==> src/rtl/pipeline_hazard_controller_if.sv <==
// Hazard-controller handshake: the pipeline-status inputs and the per-stage register controls.
// The pipeline uses master; the hazard controller uses slave.
interface pipeline_hazard_controller_if;
    logic [4:0]  id_rs1_address;
    logic [4:0]  id_rs2_address;
    logic        id_uses_rs1;
    logic        id_uses_rs2;
    logic [4:0]  ex_rd_address;
    logic        ex_reg_write_enable;
    logic        ex_is_load;
    logic        ex_is_multicycle;
    logic        mem_stdout_write_enable;
    logic        stdout_ready;
    logic        mem_redirect;

    logic        pc_write_enable;
    logic        if_id_write_enable;
    logic        if_id_flush;
    logic        id_ex_write_enable;
    logic        id_ex_flush;
    logic        ex_mem_write_enable;
    logic        ex_mem_flush;
    logic        mem_wb_write_enable;
    logic        mem_wb_flush;
    logic        ex_busy;
    logic [31:0] stall_count;

    modport master (
        output id_rs1_address, id_rs2_address, id_uses_rs1, id_uses_rs2,
               ex_rd_address, ex_reg_write_enable, ex_is_load, ex_is_multicycle,
               mem_stdout_write_enable, stdout_ready, mem_redirect,
        input  pc_write_enable, if_id_write_enable, if_id_flush,
               id_ex_write_enable, id_ex_flush, ex_mem_write_enable, ex_mem_flush,
               mem_wb_write_enable, mem_wb_flush, ex_busy, stall_count
    );

    modport slave (
        input  id_rs1_address, id_rs2_address, id_uses_rs1, id_uses_rs2,
               ex_rd_address, ex_reg_write_enable, ex_is_load, ex_is_multicycle,
               mem_stdout_write_enable, stdout_ready, mem_redirect,
        output pc_write_enable, if_id_write_enable, if_id_flush,
               id_ex_write_enable, id_ex_flush, ex_mem_write_enable, ex_mem_flush,
               mem_wb_write_enable, mem_wb_flush, ex_busy, stall_count
    );
endinterface

==> src/rtl/pipeline_hazard_controller.sv <==
// Stall/flush sequencer for the 5-stage pipeline: MEM back-pressure, MEM redirects,
// fixed-latency multi-cycle EX ops and load-use hazards, in that priority order.
module pipeline_hazard_controller #(
    parameter int MULTI_LATENCY = 4
) (
    input  logic                          clk,
    input  logic                          reset_n,
    pipeline_hazard_controller_if.slave   hz
);

    localparam int CNT_W = $clog2(MULTI_LATENCY) + 1;
    localparam bit MC_EN = (MULTI_LATENCY >= 2);
    localparam logic [CNT_W-1:0] CNT_INIT = MC_EN ? CNT_W'(MULTI_LATENCY - 2) : '0;

    typedef enum logic [0:0] {RUN, EX_BUSY} state_t;

    state_t            state;
    logic [CNT_W-1:0]  counter;
    logic [31:0]       stall_count_q;

    logic mem_wait;
    logic redirect;
    logic mc_stall;
    logic load_use;

    logic pc_we;
    logic if_id_we, if_id_fl;
    logic id_ex_we, id_ex_fl;
    logic ex_mem_we, ex_mem_fl;
    logic mem_wb_we, mem_wb_fl;

    function automatic logic load_use_hazard(
        input logic       is_load,
        input logic       rd_we,
        input logic [4:0] rd,
        input logic       uses_rs1,
        input logic [4:0] rs1,
        input logic       uses_rs2,
        input logic [4:0] rs2
    );
        // x0 never holds loaded data, so a load targeting it cannot create a dependency
        return is_load && rd_we && (rd != 5'd0) &&
               ((uses_rs1 && (rs1 == rd)) || (uses_rs2 && (rs2 == rd)));
    endfunction

    assign mem_wait = hz.mem_stdout_write_enable && !hz.stdout_ready;
    assign redirect = hz.mem_redirect;
    assign mc_stall = MC_EN && (((state == RUN) && hz.ex_is_multicycle) ||
                                ((state == EX_BUSY) && (counter != '0)));
    assign load_use = load_use_hazard(hz.ex_is_load, hz.ex_reg_write_enable, hz.ex_rd_address,
                                      hz.id_uses_rs1, hz.id_rs1_address,
                                      hz.id_uses_rs2, hz.id_rs2_address);

    always_comb begin
        pc_we     = 1'b1;
        if_id_we  = 1'b1;
        if_id_fl  = 1'b0;
        id_ex_we  = 1'b1;
        id_ex_fl  = 1'b0;
        ex_mem_we = 1'b1;
        ex_mem_fl = 1'b0;
        mem_wb_we = 1'b1;
        mem_wb_fl = 1'b0;
        if (!reset_n) begin
            pc_we     = 1'b0;
            if_id_we  = 1'b0;
            id_ex_we  = 1'b0;
            ex_mem_we = 1'b0;
            mem_wb_we = 1'b0;
        end else if (mem_wait) begin
            // Whole pipe holds; a bubble enters WB so the waiting store is not retired twice
            pc_we     = 1'b0;
            if_id_we  = 1'b0;
            id_ex_we  = 1'b0;
            ex_mem_we = 1'b0;
            mem_wb_we = 1'b0;
            mem_wb_fl = 1'b1;
        end else if (redirect) begin
            if_id_fl  = 1'b1;
            id_ex_fl  = 1'b1;
            ex_mem_fl = 1'b1;
        end else if (mc_stall) begin
            pc_we     = 1'b0;
            if_id_we  = 1'b0;
            id_ex_we  = 1'b0;
            ex_mem_fl = 1'b1;
        end else if (load_use) begin
            pc_we     = 1'b0;
            if_id_we  = 1'b0;
            id_ex_fl  = 1'b1;
        end
    end

    // State update at the clock edge
    always_ff @(posedge clk) begin
        if (!reset_n) begin
            state         <= RUN;
            counter       <= '0;
            stall_count_q <= '0;
        end else begin
            if (!pc_we)
                stall_count_q <= stall_count_q + 32'd1;
            if (!mem_wait) begin
                if (redirect) begin
                    state   <= RUN;
                    counter <= '0;
                end else if (MC_EN && (state == RUN) && hz.ex_is_multicycle) begin
                    state   <= EX_BUSY;
                    counter <= CNT_INIT;
                end else if (state == EX_BUSY) begin
                    if (counter != '0)
                        counter <= counter - 1'b1;
                    else
                        state <= RUN;
                end
            end
        end
    end

    assign hz.pc_write_enable     = pc_we;
    assign hz.if_id_write_enable  = if_id_we;
    assign hz.if_id_flush         = if_id_fl;
    assign hz.id_ex_write_enable  = id_ex_we;
    assign hz.id_ex_flush         = id_ex_fl;
    assign hz.ex_mem_write_enable = ex_mem_we;
    assign hz.ex_mem_flush        = ex_mem_fl;
    assign hz.mem_wb_write_enable = mem_wb_we;
    assign hz.mem_wb_flush        = mem_wb_fl;
    assign hz.ex_busy             = (state == EX_BUSY);
    assign hz.stall_count         = stall_count_q;

endmodule

==> src/flat_wrapper.sv <==
// flat-port wrapper written by rule: the top's interface ports become plain ports
module pipeline_hazard_controller_flat 
#(
    parameter int MULTI_LATENCY = 4
)
  (clk, reset_n, hz_id_rs1_address, hz_id_rs2_address, hz_id_uses_rs1, hz_id_uses_rs2, hz_ex_rd_address, hz_ex_reg_write_enable, hz_ex_is_load, hz_ex_is_multicycle, hz_mem_stdout_write_enable, hz_stdout_ready, hz_mem_redirect, hz_pc_write_enable, hz_if_id_write_enable, hz_if_id_flush, hz_id_ex_write_enable, hz_id_ex_flush, hz_ex_mem_write_enable, hz_ex_mem_flush, hz_mem_wb_write_enable, hz_mem_wb_flush, hz_ex_busy, hz_stall_count);
  pipeline_hazard_controller_if hz_i ();
  input  logic clk;
  input  logic reset_n;
  input wire logic [$bits(hz_i.id_rs1_address)-1:0] hz_id_rs1_address;
  input wire logic [$bits(hz_i.id_rs2_address)-1:0] hz_id_rs2_address;
  input wire logic [$bits(hz_i.id_uses_rs1)-1:0] hz_id_uses_rs1;
  input wire logic [$bits(hz_i.id_uses_rs2)-1:0] hz_id_uses_rs2;
  input wire logic [$bits(hz_i.ex_rd_address)-1:0] hz_ex_rd_address;
  input wire logic [$bits(hz_i.ex_reg_write_enable)-1:0] hz_ex_reg_write_enable;
  input wire logic [$bits(hz_i.ex_is_load)-1:0] hz_ex_is_load;
  input wire logic [$bits(hz_i.ex_is_multicycle)-1:0] hz_ex_is_multicycle;
  input wire logic [$bits(hz_i.mem_stdout_write_enable)-1:0] hz_mem_stdout_write_enable;
  input wire logic [$bits(hz_i.stdout_ready)-1:0] hz_stdout_ready;
  input wire logic [$bits(hz_i.mem_redirect)-1:0] hz_mem_redirect;
  output wire logic [$bits(hz_i.pc_write_enable)-1:0] hz_pc_write_enable;
  output wire logic [$bits(hz_i.if_id_write_enable)-1:0] hz_if_id_write_enable;
  output wire logic [$bits(hz_i.if_id_flush)-1:0] hz_if_id_flush;
  output wire logic [$bits(hz_i.id_ex_write_enable)-1:0] hz_id_ex_write_enable;
  output wire logic [$bits(hz_i.id_ex_flush)-1:0] hz_id_ex_flush;
  output wire logic [$bits(hz_i.ex_mem_write_enable)-1:0] hz_ex_mem_write_enable;
  output wire logic [$bits(hz_i.ex_mem_flush)-1:0] hz_ex_mem_flush;
  output wire logic [$bits(hz_i.mem_wb_write_enable)-1:0] hz_mem_wb_write_enable;
  output wire logic [$bits(hz_i.mem_wb_flush)-1:0] hz_mem_wb_flush;
  output wire logic [$bits(hz_i.ex_busy)-1:0] hz_ex_busy;
  output wire logic [$bits(hz_i.stall_count)-1:0] hz_stall_count;
  assign hz_i.id_rs1_address = hz_id_rs1_address;
  assign hz_i.id_rs2_address = hz_id_rs2_address;
  assign hz_i.id_uses_rs1 = hz_id_uses_rs1;
  assign hz_i.id_uses_rs2 = hz_id_uses_rs2;
  assign hz_i.ex_rd_address = hz_ex_rd_address;
  assign hz_i.ex_reg_write_enable = hz_ex_reg_write_enable;
  assign hz_i.ex_is_load = hz_ex_is_load;
  assign hz_i.ex_is_multicycle = hz_ex_is_multicycle;
  assign hz_i.mem_stdout_write_enable = hz_mem_stdout_write_enable;
  assign hz_i.stdout_ready = hz_stdout_ready;
  assign hz_i.mem_redirect = hz_mem_redirect;
  assign hz_pc_write_enable = hz_i.pc_write_enable;
  assign hz_if_id_write_enable = hz_i.if_id_write_enable;
  assign hz_if_id_flush = hz_i.if_id_flush;
  assign hz_id_ex_write_enable = hz_i.id_ex_write_enable;
  assign hz_id_ex_flush = hz_i.id_ex_flush;
  assign hz_ex_mem_write_enable = hz_i.ex_mem_write_enable;
  assign hz_ex_mem_flush = hz_i.ex_mem_flush;
  assign hz_mem_wb_write_enable = hz_i.mem_wb_write_enable;
  assign hz_mem_wb_flush = hz_i.mem_wb_flush;
  assign hz_ex_busy = hz_i.ex_busy;
  assign hz_stall_count = hz_i.stall_count;
  pipeline_hazard_controller #(.MULTI_LATENCY(MULTI_LATENCY)) u_core (.clk(clk), .reset_n(reset_n), .hz(hz_i));
endmodule
==> config.mk <==
export PLATFORM = sky130hd
export DESIGN_NAME = pipeline_hazard_controller_flat
export DESIGN_NICKNAME = d
export VERILOG_FILES = /design/src/rtl/pipeline_hazard_controller_if.sv /design/src/rtl/pipeline_hazard_controller.sv /design/src/flat_wrapper.sv
export SDC_FILE = /design/constraint.sdc
export NUM_CORES = 1
export LEC_CHECK = 0
export BUFFER_PORTS_ARGS = -buffer_cell sky130_fd_sc_hd__clkbuf_2
export CORE_MARGIN = 3
export CORE_UTILIZATION = 35
export DETAILED_ROUTE_END_ITERATION = 8
export GPL_ROUTABILITY_DRIVEN = 1
export HOLD_SLACK_MARGIN = 0.03
export PLACE_DENSITY = 0.58
export REMOVE_ABC_BUFFERS = 1
export SLEW_MARGIN = 5
export SYNTH_ARGS = -nofsm -noshare
export SYNTH_HDL_FRONTEND = slang
export SYNTH_SLANG_ARGS = --single-unit
export TNS_END_PERCENT = 100
==> constraint.sdc <==
create_clock -name clk -period 2.86 [get_ports clk]
set_clock_uncertainty 0.1 [all_clocks]
set_input_delay 0.286 -clock clk [delete_from_list [all_inputs] [get_ports clk]]
set_output_delay 0.286 -clock clk [all_outputs]
set_load 0.01 [all_outputs]
# == After elaboration in Yosys (flattened, before gate mapping) ==
# Index checks and enable logic that the tools add are counted.
# word_totals
ff_bits,36
output_inout_bits,42
inputBits,25
romBits,0
latchBits,0
elab_cells,58
memories,0
ram_bits,0
# classes
mux,33
n_eq_ne,2
magnitude_cmp,0
multipliers,0
shift,0
div_mod_pow,0
n_bitwise,2
n_addsub,2
n_reduce_logical,16
# op_table
op,count
$add 32x1->32 const B,1
$mux 1,29
$mux 3,4
$eq 5x5->1,2
$reduce_bool 3->1,3
$logic_and 1x1->1,8
$reduce_bool 5->1,1
$reduce_and 3->1,1
$sub 3x1->3 const B,1
$logic_or 1x1->1,2
$not 1->1,2
$logic_not 1->1,1

# == Logic depth before layout (Yosys ltp) ==
# Gate-level depths: netlist of run 1.
# logic_depth
ltp_word,9
ltp_mapped,10
ltp_nobuf,8

# == Worst setup path after synthesis of run 1 ==
# OpenSTA, ideal clock, no wires.
# synth_timing
path_type,flip-flop to flip-flop
from,register u_core.counter[0]
to,register u_core.stall_count_q[16] (netlist: u_core.hz.stall_count[16])
path_stages_with_launch,9
setup_time_ns,0.070
path_buffers,1
t_arrival_ns,2.096
required_time_ns,2.690
slack_ns,0.593
synth_period_minus_slack_ns,2.267
path_cell_list,dfxtp_1 > inv_1 > ha_1 > and3b_1 > o311a_1 > a21boi_1 > buf_2 > or4_1 > a21oi_1
# synth_via
elab_chain_cells,7
# synth_lines
element,line_no,source
start: declaration,pipeline_hazard_controller.sv:18,logic [CNT_W-1:0] counter;
start signal: assignment,pipeline_hazard_controller.sv:112,counter <= counter - 1'b1;
$reduce_bool 3->1,pipeline_hazard_controller.sv:49,((state == EX_BUSY) && (counter != '0)));
$logic_and 1x1->1,pipeline_hazard_controller.sv:49,
$logic_or 1x1->1,pipeline_hazard_controller.sv:48,assign mc_stall = MC_EN && (((state == RUN) && hz.ex_is_multicycle) ||
$mux 1 (4 in a row),-,
via hz_if_id_write_enable,flat_wrapper.sv:22,output wire logic [$bits(hz_i.if_id_write_enable)-1:0] hz_if_id_write_enable;
end signal: assignment,pipeline_hazard_controller.sv:102,stall_count_q <= stall_count_q + 32'd1;
end: declaration,pipeline_hazard_controller.sv:19,logic [31:0] stall_count_q;
# The timed path passes the listed nets, and every way through them passes these cells.
# A chain may end at the register's enable or synchronous reset.

# == Final worst setup path of run 1 ==
# layout_timing
from,register u_core.counter[0]
to,register u_core.stall_count_q[19] (netlist: u_core.hz.stall_count[19])
# layout_via
elab_chain_cells,7
# layout_lines
element,line_no,source
$reduce_bool 3->1,pipeline_hazard_controller.sv:49,
$logic_and 1x1->1,pipeline_hazard_controller.sv:49,
$logic_or 1x1->1,pipeline_hazard_controller.sv:48,
$mux 1,pipeline_hazard_controller.sv:82,end else if (mc_stall) begin
$mux 1,pipeline_hazard_controller.sv:78,end else if (redirect) begin
$mux 1,pipeline_hazard_controller.sv:70,end else if (mem_wait) begin
$mux 1,pipeline_hazard_controller.sv:64,if (!reset_n) begin
# No other way between the ends.

==> results of run 1 <==
==> worst max-delay path, delay by kind of cell, from the launching register on <==
family                     cells  cell delay, ns
adders and majority gates      1            0.20
AOI/OAI and AO/OA              3            0.54
and+or+nand+nor                3            0.83
DFF                            1            0.34
buffers and inverters          2            0.28
==> cells by family (layout without fill, tap and decap cells) <==
kind of cell	count (synthesis)	in the layout	synth area share, %
compound gates	70	70	20.6
xor+xnor	14	14	6.21
fa+ha+maj	3	3	1.90
buf+inv	22	88	5.01
flops	36	36	36.5
mux	2	2	1.01
simple gates	96	96	28.8
==> cell type report <==
type,count,share of cell area [%]
repair buffers,70,14.6
clock buffers,7,3.91
multi-input cells,185,46.9
inverters,11,1.68
flip-flops and latches,36,29.3
well taps,70,3.56
==> Yosys cell counts, drive strengths merged <==
master / n
dfxtp: 36
a21oi: 33
o21ai: 20
or3: 19
nand2: 15
nor2: 14
xnor2: 12
or4: 11
inv: 10
o31ai: 10
nand3: 9
buf: 7
nand4: 6
and3: 4
clkbuf: 4
and4: 3
ha: 3
nor2b: 3
nor3: 3
o21a: 3
and2: 2
mux2i: 2
nand2b: 2
nor4: 2
or2: 2
xor2: 2
a21boi: 1
and3b: 1
clkinv: 1
o211ai: 1
o22ai: 1
o311a: 1
==> cells in the final DEF, fill, tap and decap left out, drive strengths merged <==
cell	count
nor2	14
o21a	3
dfxtp	36
nand2b	2
ha	3
and3b	1
mux2i	2
and2	2
nor2b	3
clkbuf	73
and4	3
o31ai	10
xor2	2
o211ai	1
a21oi	33
nand3	9
o311a	1
nor4	2
or3	19
o22ai	1
nand4	6
nand2	15
or4	11
buf	4
inv	10
clkinv	1
or2	2
o21ai	20
nor3	3
a21boi	1
xnor2	12
and3	4
==> sequential cells by signal (all words and copies together) (netlist names) <==
signal,cells
u_core.hz.ex_busy,1
u_core.counter,3
u_core.hz.stall_count,32
==> per-stage QoR <==
step / utilization, % / total power (uW) / instance area (um^2) / setup WS (ns)
4_1_cts: 46.7 / 1050 / 2460 / 0.479
3_5_place_dp: 44.9 / 655 / 2360 / 0.501
2_1_floorplan: - / 600 / 1920 / 0.546
6_report: 46.7 / 1030 / 2460 / 0.480
5_1_grt: 46.7 / 1090 / 2460 / 0.334
3_3_place_gp: 44.9 / 652 / 2360 / 0.550
==> layer usage <==
layer  wire, um  part of all wire (%)  vias up
met4         66                   1.4        0
li1           -                     -     1015
met1       2270                    47      928
met2       2340                    48       41
met5          0                     0        -
met3        190                   3.9        5
==> path summary, 6_finish.rpt <==
check                                   end  slack (ns)  depth (start not counted)
setup / recovery  u_core.hz.stall_count[19]        0.48                          9
hold / removal    u_core.hz.stall_count[11]        0.18                          2
setup reg to reg  u_core.hz.stall_count[19]        0.48                          9
hold reg to reg   u_core.hz.stall_count[31]        0.39                          2
==> power groups by stage <==
stage / clock [uW] / combinational, uW / sequential, uW
2_1_floorplan: 0 / 66.4 / 534
3_3_place_gp: 0 / 119 / 533
3_5_place_dp: 0 / 122 / 534
4_1_cts: 402 / 122 / 522
5_1_grt: 433 / 136 / 523
6_report: 390 / 120 / 522
==> flow_summary_export.csv, run 1 <==
group,metric,value,unit
synthesis,ys_ff_latch,36,
detailed_routing,vias,1989,
die,die_area,6580,um^2
die,die_x,81.1,um
worst_setup_path,cp-start-kind,"flip-flop",
worst_setup_path,critical_path_peak_fanout,25,
timing,clock.fmax,0.420,GHz
die,placementRows,26,
grt,use_met2,25.9,%
die,core,5270,um^2
grt,grt_pass1_vias,1784,
worst_setup_path,slowest_stage,"or4_1",
grt,met3_usage,3.88,%
detailed_routing,drt.antenna.violating_nets,0,
synthesis,synth_area_leaders,"dfxtp_1 37%, a21oi_1 7.9%, xnor2_1 5.3%",
pwr,p_per_area,419,nW/um^2
timing,finalSetupViolations,0,
clocking,holdBufCountCts,0,
worst_setup_path,crit_type,"reg2reg",
grt,grt_use_total,16.0,%
pwr,p_leak,0.000930,uW
pwr,peakVddDrop,0.181,mV
worst_setup_path,arrival,2.50,ns
cells_and_area,n_fill_cell,560,
timing,period_share,83.2,%
worst_setup_path,cpPeakStageDelay,0.48,ns
timing,hold_violations,0,
status,status,"finished clean",
worst_setup_path,cp-end-kind,"flip-flop",
cells_and_area,layout-drive-gt1-share,29.8,%
die,initial_core_util,37.5,%
die,ioPinCount,67,
flow_run,timing.max_cap.violations,0,
cells_and_area,nets,337,
grt,antenna_found_initial,0,
placement,numPortBuffers,66,
timing,min_period,2.38,ns
die,die_y,81.1,um
worst_hold_path,hold_path_startpoint,"reset_n",
timing,worst_pin_slew,0.512,ns
timing,hold_ws,0.179,ns
clocking,clkTransAtPathRegs,0.07,ns
pwr,power.switching,252,uW
clocking,cts_buffers,5,
placement,placed_cells,372,
detailed_routing,wirelength,4.87,mm
synthesis,synth_top_area_share,36.5,%
timing,setup_tns,0,ns
clocking,ctsLongestPathBuffers,2,
grt,grt_pass1_wl,8.29,mm
detailed_routing,drt-initial-drc-count,90,
pwr,power.share.clock,37.8,%
pwr,swShare,24.4,%
worst_setup_path,worstPathRequired,2.98,ns
detailed_routing,viasPerCell,5.25,
detailed_routing,wl_per_cell,12.8,um
clocking,clkSinkCount,36,
clocking,cts.repair.resized,0,
worst_setup_path,worstPathCellList,"inv_1 > ha_1 > and3b_1 > o311a_1 > nor2_1 > a21oi_2 > buf_4 > or4_1 > a21oi_1",
grt,grt_max_degree,27,
timing,maxSlewViolCount,0,
synthesis,ys_warn_count,0,
synthesis,syn_area,1970,um^2
grt,grtUsageMet1,20.5,%
worst_hold_path,hp-class,"in2reg",
cells_and_area,syn2layout_area_growth,24.7,%
timing,relSlewSlack,65.7,%
clocking,cts_root_buffer,"clkbuf_8",
cells_and_area,multiInputGateArea,1150,um^2
pwr,seqPwrFrac,50.6,%
clocking,cts_htree_levels,2,
placement,dp.final_hpwl,3.64,mm
clocking,cts_tree,"built",
pwr,internal_power,780,uW
grt,top_usage_layer,"met2",
synthesis,syn_inst,243,
clocking,clock_latency,0.28,ns
timing,rsz0062_at_grt,"false",
synthesis,yosysUniqueCellTypes,41,
cells_and_area,ff_latch_area,721,um^2
detailed_routing,drc,0,
cells_and_area,final_cells,379,
synthesis,synth-seq-area-share,36.5,%
detailed_routing,drtPass1Iterations,4,
cells_and_area,n_antenna_cell,0,
placement,gp_congestion,0.781,
synthesis,syn_area_per_cell,8.13,um^2
clocking,postCtsSetupBuffers,0,
grt,overflow,0,
synthesis,synth_top_area_cell,"dfxtp_1",
worst_setup_path,r2r-start,"u_core.counter[0]",
pwr,pwr-share-comb,11.6,%
worst_setup_path,crit_start,"u_core.counter[0]",
Power figures use the tool's default switching activity.
==> run 2: changes to the inputs <==
--- a/config.mk
+++ b/config.mk
@@ -5,6 +5,7 @@
 export SDC_FILE = /design/constraint.sdc
 export NUM_CORES = 1
 export LEC_CHECK = 0
+export ABC_AREA = 1
 export BUFFER_PORTS_ARGS = -buffer_cell sky130_fd_sc_hd__clkbuf_2
 export CORE_MARGIN = 3
 export CORE_UTILIZATION = 35
==> constraint.sdc (replaced) <==
create_clock -name clk -period 2.1 [get_ports clk]
set_clock_uncertainty 0.1 [all_clocks]
set_input_delay 0.21 -clock clk [delete_from_list [all_inputs] [get_ports clk]]
set_output_delay 0.21 -clock clk [all_outputs]
set_load 0.01 [all_outputs]
==> run 2 against run 1 <==
Largest power group unchanged. Clock power is 74% higher. Register-to-register slack worse by 0.17 ns. Worst hold slack got worse by 0.11 ns. First-iteration DRC count increased by 23%. Cell area grew 28%. Critical endpoint is now hz_id_ex_write_enable. Via count is 42% higher.
==> flow_summary_export.csv, run 2 <==
group,metric,value,unit
synthesis,synth_commonest_cells,"159 x nand2_1, 50 x nor2_1, 47 x nand3_1",
synthesis,synth_area_leaders,"dfxtp_1 28%, nand2_1 23%, nand3_1 9.1%",
placement,pre_cts_ws,0.286,ns
worst_setup_path,crit_type,"reg2out",
detailed_routing,viasPerCell,4.69,
synthesis,synth.most_common_cell,"nand2_1",
synthesis,synth_top_area_cell,"dfxtp_1",
worst_setup_path,arrival,1.59,ns
flow_run,timing.max_cap.violations,0,
detailed_routing,drt.antenna.violating_nets,0,
grt,grt_use_total,17.9,%
pwr,p_leak,0.00141,uW
die,core,6980,um^2
die,placementRows,30,
pwr,power.switching,404,uW
pwr,peakVddDrop,0.235,mV
worst_setup_path,worstPathRequired,1.79,ns
synthesis,synth_compound_area_share,7.73,%
clocking,cts_tree,"built",
cells_and_area,final_common_cell,"nand2_1",
synthesis,ys.flop_type,"dfxtp_1",
placement,numPortBuffers,66,
worst_hold_path,hold_path_startpoint,"reset_n",
synthesis,yosysUniqueCellTypes,30,
die,die_y,92.0,um
synthesis,synth_top_area_share,27.8,%
synthesis,syn_inst,441,
timing,rsz0062_at_grt,"false",
clocking,cts_root_buffer,"clkbuf_8",
timing,finalSetupViolations,0,
timing,period_share,90.4,%
grt,grt_max_degree,35,
detailed_routing,vias,2824,
cells_and_area,nets,533,
timing,clock.fmax,0.527,GHz
grt,overflow,0,
pwr,internal_power,1190,uW
worst_setup_path,r2r-start,"u_core.hz.stall_count[1]",
worst_hold_path,min_path_cells,3,
cells_and_area,design_area,3140,um^2
cells_and_area,finish.utilization,45.0,%
timing,maxSlewViolCount,0,
synthesis,muxShareOfSynthArea,0,%
worst_hold_path,hp-class,"in2reg",
synthesis,synth_fa_ha_area_share,1.45,%
worst_setup_path,cp-end-kind,"output pin",
pwr,swShare,25.3,%
clocking,clock_latency,0.29,ns
detailed_routing,drt-initial-drc-count,111,
cells_and_area,layout_common_cells,"159 x nand2_1, 66 x clkbuf_2, 50 x nor2_1, 47 x nand3_1, 42 x inv_1",
clocking,ctsLongestPathBuffers,2,
grt,grt_pass1_vias,2653,
timing,hold_ws,0.0715,ns
pwr,pwr-share-comb,13.4,%
grt,antenna_found_initial,0,
worst_setup_path,r2r_slack,0.31,ns
clocking,cts.repair.resized,0,
timing,min_period,1.90,ns
detailed_routing,wirelength,7.16,mm
worst_hold_path,holdPathEnd,"u_core.hz.stall_count[1]",
worst_setup_path,critical_path_peak_fanout,33,
synthesis,synth_edf_count,0,
timing,relSlewSlack,74.0,%
placement,gp_congestion,0.899,
synthesis,postSynth.asyncResetShare,0,%
synthesis,ys_ff_latch,36,
clocking,clkTransAtPathRegs,0.07,ns
timing,layout_setup_ws,0.202,ns
detailed_routing,drc,0,
cells_and_area,largest_reg_flops,32,
clocking,holdBufCountCts,0,
clocking,cts_buffers,5,
placement,placed_cell_area,3000,um^2
synthesis,syn_area_per_cell,5.88,um^2
worst_setup_path,reg2reg_to,"u_core.hz.stall_count[16]",
cells_and_area,syn2layout_area_growth,21.3,%
clocking,cts_htree_levels,2,
synthesis,ys_warn_count,0,
pwr,power.share.clock,42.6,%
synthesis,syn_area,2590,um^2
die,initial_core_util,37.1,%
detailed_routing,wl_per_cell,11.9,um
synthesis,synth-seq-area-share,27.8,%
timing,hold_violations,0,
detailed_routing,drtPass1Iterations,4,
die,die_area,8470,um^2
timing,worst_pin_slew,0.390,ns
status,status,"finished clean",
grt,grt_pass1_wl,12.5,mm
timing,setup_tns,0,ns
cells_and_area,layout-drive-gt1-share,19.4,%
clocking,postCtsSetupBuffers,0,
die,ioPinCount,67,
synthesis,synth_top_family_by_area,"simple AND/OR/NAND/NOR gates",
cells_and_area,n_antenna_cell,0,
worst_setup_path,cp-start-kind,"flip-flop",
pwr,p_per_area,508,nW/um^2
synthesis,synth_xor_area_share,5.07,%
pwr,seqPwrFrac,44.0,%
placement,dp.final_hpwl,5.50,mm
die,die_x,92.0,um
worst_setup_path,reg2regPathDepth,9,
synthesis,synth_simple_gate_area_share,47.5,%
clocking,clkSinkCount,36,
-- run 2: cell types whose count changed in the layout (fill, tap and decap cells not counted), moves of 11 or more --
cell	delta
o21ai_0	-18
or3_1	-14
inv_1	+32
or4_1	-11
nor2_1	+36
nand2_1	+144
nand3_1	+39
-- run 2: through the flow --
stage	cells	power, uW
after floorplan	427	838
after global placement	594	926
after detailed placement	594	931
after CTS	602	1610
after global routing	602	1670
final	602	1600
-- run 2: final cells by class --
class	count	area [um^2]
clock buffers	7	96.3
well taps	96	120
repair buffers	71	393
multi-input cells	342	1600
flip-flops and latches	36	721
inverters	49	184
clock inverters	1	30.0
fillers	792	3840
-- run 2: cell families after synthesis --
logic type,count (synthesis)
buffers and inverters,63
DFF,36
and+or+nand+nor,286
adders and majority gates,3
xor gates and xnor gates,15
AOI/OAI and AO/OA,38
-- run 2: worst max path at each step --
stage	slack, ns	endpoint	depth (start not counted)	from
4_1_cts	0.03	hz_id_ex_write_enable	10	u_core.counter[0]
2_1_floorplan	-0.49	u_core.hz.stall_count[0]	8	reset_n
3_5_place_dp	0.29	u_core.hz.stall_count[16]	9	u_core.hz.stall_count[1]
5_1_grt	0.02	hz_if_id_write_enable	11	u_core.counter[0]
6_report	0.20	hz_id_ex_write_enable	10	u_core.counter[0]
3_3_place_gp	0.33	u_core.hz.stall_count[16]	9	u_core.hz.stall_count[1]
-- run 2: critical path, stage by stage, from the launching register on --
cell and delay (ns):
dfxtp_1 0.31, inv_1 0.09, ha_1 0.15, nand2_1 0.05, nand2_1 0.05, nand2_1 0.05, nand2_1 0.07, nand2_1 0.07
inv_2 0.10, buf_12 0.19, clkbuf_2 0.16
-- run 2: power groups by stage --
stage	registers (uW)	clock network [uW]	logic [uW]
after floorplan	721	0	117
after global placement	717	0	209
after detailed placement	718	0	213
after CTS	702	697	213
after global routing	703	726	245
final	702	680	214
-- run 2: per-layer routing --
layer | GRT usage, % | wire length (um) | up-vias
met2 | 28.3 | 3100 | 76
met1 | 24.3 | 3440 | 1224
met4 | 4.83 | 112 | 0
met3 | 4.18 | 501 | 11
li1 | - | - | 1513
met5 | 0 | 0 | -
==> run 3: changes to the inputs <==
--- a/config.mk
+++ b/config.mk
@@ -5,7 +5,6 @@
 export SDC_FILE = /design/constraint.sdc
 export NUM_CORES = 1
 export LEC_CHECK = 0
-export ABC_AREA = 1
 export BUFFER_PORTS_ARGS = -buffer_cell sky130_fd_sc_hd__clkbuf_2
 export CORE_MARGIN = 3
 export CORE_UTILIZATION = 35
==> constraint.sdc (replaced) <==
create_clock -name clk -period 2.3 [get_ports clk]
set_clock_uncertainty 0.1 [all_clocks]
set_input_delay 0.23 -clock clk [delete_from_list [all_inputs] [get_ports clk]]
set_output_delay 0.23 -clock clk [all_outputs]
set_load 0.01 [all_outputs]
==> run 3 against run 2 <==
Global-route usage fell by 1.4 points. Clock power down 31%. Combinational power shrank 20%. Worst setup slack got worse by 0.15 ns. Routed wire length shrank 24%. First-iteration DRC count decreased by 50%. Non-clock buffer count grew 25. Cell area fell by 8.1%. Utilization increased by 9.8 points. Critical endpoint is now u_core.hz.stall_count[26].
==> flow_summary_export.csv, run 3 (synthesized netlist as in run 1, its figures left out) <==
group,metric,value,unit
status,status,"finished clean",
clocking,clkSinkCount,36,
cells_and_area,largest_reg_flops,32,
grt,grt_use_total,16.5,%
die,die_x,81.1,um
worst_setup_path,worstPathRequired,2.42,ns
grt,use_met2,27.5,%
grt,antenna_found_initial,0,
cells_and_area,layout_common_cells,"66 x clkbuf_2, 33 x dfxtp_1, 24 x a21oi_1, 24 x buf_4, 20 x o21ai_0",
grt,grt_max_degree,32,
pwr,internal_power,961,uW
worst_hold_path,hold_path_startpoint,"reset_n",
cells_and_area,n_antenna_cell,0,
detailed_routing,drtPass1Iterations,4,
detailed_routing,drt.antenna.violating_nets,0,
flow_run,timing.max_cap.violations,0,
detailed_routing,drt-initial-drc-count,56,
grt,grtUsageMet1,21.6,%
pwr,power.switching,326,uW
timing,maxSlewViolCount,0,
worst_setup_path,crit_start,"u_core.counter[0]",
clocking,cts_buffers,5,
placement,gp_congestion,0.831,
grt,grt_pass1_wl,8.54,mm
worst_setup_path,critical_path_peak_fanout,7,
clocking,cts_tree,"built",
die,ioPinCount,67,
cells_and_area,nets,363,
clocking,clock_latency,0.28,ns
clocking,cts_root_buffer,"clkbuf_8",
die,placementRows,26,
worst_setup_path,cp-end-kind,"flip-flop",
grt,met3_usage,2.99,%
placement,dp.final_hpwl,3.71,mm
die,core,5270,um^2
placement,numPortBuffers,66,
pwr,pwr-share-comb,13.3,%
worst_setup_path,worstPathCellList,"inv_2 > ha_4 > and3b_1 > o311a_4 > nor2_4 > a21oi_4 > buf_12 > or3_2 > a21oi_2",
clocking,ctsLongestPathBuffers,2,
cells_and_area,layout-drive-gt1-share,43.8,%
worst_setup_path,crit_family,"simple AND/OR/NAND/NOR gates",
cells_and_area,final_common_cell,"clkbuf_2",
timing,hold_violations,0,
clocking,clkTransAtPathRegs,0.07,ns
pwr,seqPwrFrac,50.4,%
clocking,holdBufCountCts,0,
worst_setup_path,arrival,2.37,ns
die,die_y,81.1,um
cells_and_area,syn2layout_area_growth,46.3,%
die,initial_core_util,37.5,%
pwr,power.share.clock,36.2,%
pwr,p_per_area,446,nW/um^2
pwr,p_leak,0.00114,uW
timing,relSlewSlack,67.5,%
worst_setup_path,slowest_stage,"or3_2",
timing,finalSetupViolations,0,
placement,placed_cells,388,
timing,period_share,97.8,%
timing,rsz0062_at_grt,"true",
timing,clock.fmax,0.444,GHz
clocking,cts_htree_levels,2,
worst_setup_path,crit_type,"reg2reg",
detailed_routing,wirelength,5.47,mm
timing,worst_pin_slew,0.488,ns
cells_and_area,finish.utilization,54.8,%
pwr,swShare,25.3,%
worst_setup_path,cp-start-kind,"flip-flop",
grt,grt_pass1_vias,1866,
detailed_routing,vias,2118,
worst_setup_path,r2r-start,"u_core.counter[0]",
worst_setup_path,cpPeakStageDelay,0.46,ns
die,die_area,6580,um^2
worst_setup_path,crit_buf_inv,2,
grt,top_usage_layer,"met2",
timing,min_period,2.25,ns
detailed_routing,viasPerCell,5.22,
detailed_routing,drc,0,
pwr,peakVddDrop,0.222,mV
cells_and_area,final_cells,406,
worst_hold_path,hp-class,"in2reg",
detailed_routing,wl_per_cell,13.5,um
grt,overflow,0,
[run 3: changes by cell type in the layout (fill, tap and decap cells not counted), sizes merged, moves of 19 or more]
cell | previous run | this run
inv | 49 | 10
buf | 5 | 27
nand2 | 163 | 15
nor2 | 54 | 14
or3 | 0 | 19
nand3 | 48 | 9
[run 3: area by class of cell]
class,instances,area [um^2]
clock buffers,7,86.3
clock inverters,1,7.51
fillers,548,2380
inverters,11,41.3
multi-input cells,185,1290
flip-flops and latches,36,724
well taps,70,87.6
repair buffers,96,648
[run 3: power by group through the flow]
stage,clock network [uW],logic [uW],registers (uW)
after CTS,483,163,649
after floorplan,0,82.6,664
final,466,172,649
after global routing,510,192,651
after detailed placement,0,155,663
after global placement,0,151,663
[run 3: layer usage]
layer / up-vias / wire, um
met5: - / 0
met4: 0 / 49
met3: 4 / 214
met2: 44 / 2660
met1: 996 / 2540
li1: 1074 / -
[run 3: final timing paths]
kind	slack, ns	end	depth (start not counted)
worst max-delay path	0.05	u_core.hz.stall_count[26]	9
worst min-delay path	0.14	u_core.hz.stall_count[11]	2
worst max register to register	0.05	u_core.hz.stall_count[26]	9
worst min register to register	0.38	u_core.hz.stall_count[31]	2
[run 3: what timing repair did]
item	CTS	global route
cloned	1	2
pin swaps	5	3
setup buffers	5	2
endpoints found under the hold margin	0	0
endpoints found under the setup margin	6	21
gates resized for setup	12	25
[run 3: stage by stage]
stage	setup slack, ns	setup TNS (ns)	hold WS, ns	power (uW)	area, um^2
final	0.0500	0	0.140	1290	2890
after global placement	0.0238	0	0.365	814	2510
after global routing	-0.0229	-0.0488	0.155	1350	2890
after CTS	0.00747	0	0.134	1300	2710
after floorplan	0.00728	0	0.248	746	1920
after detailed placement	-0.0103	-0.0246	0.379	817	2510
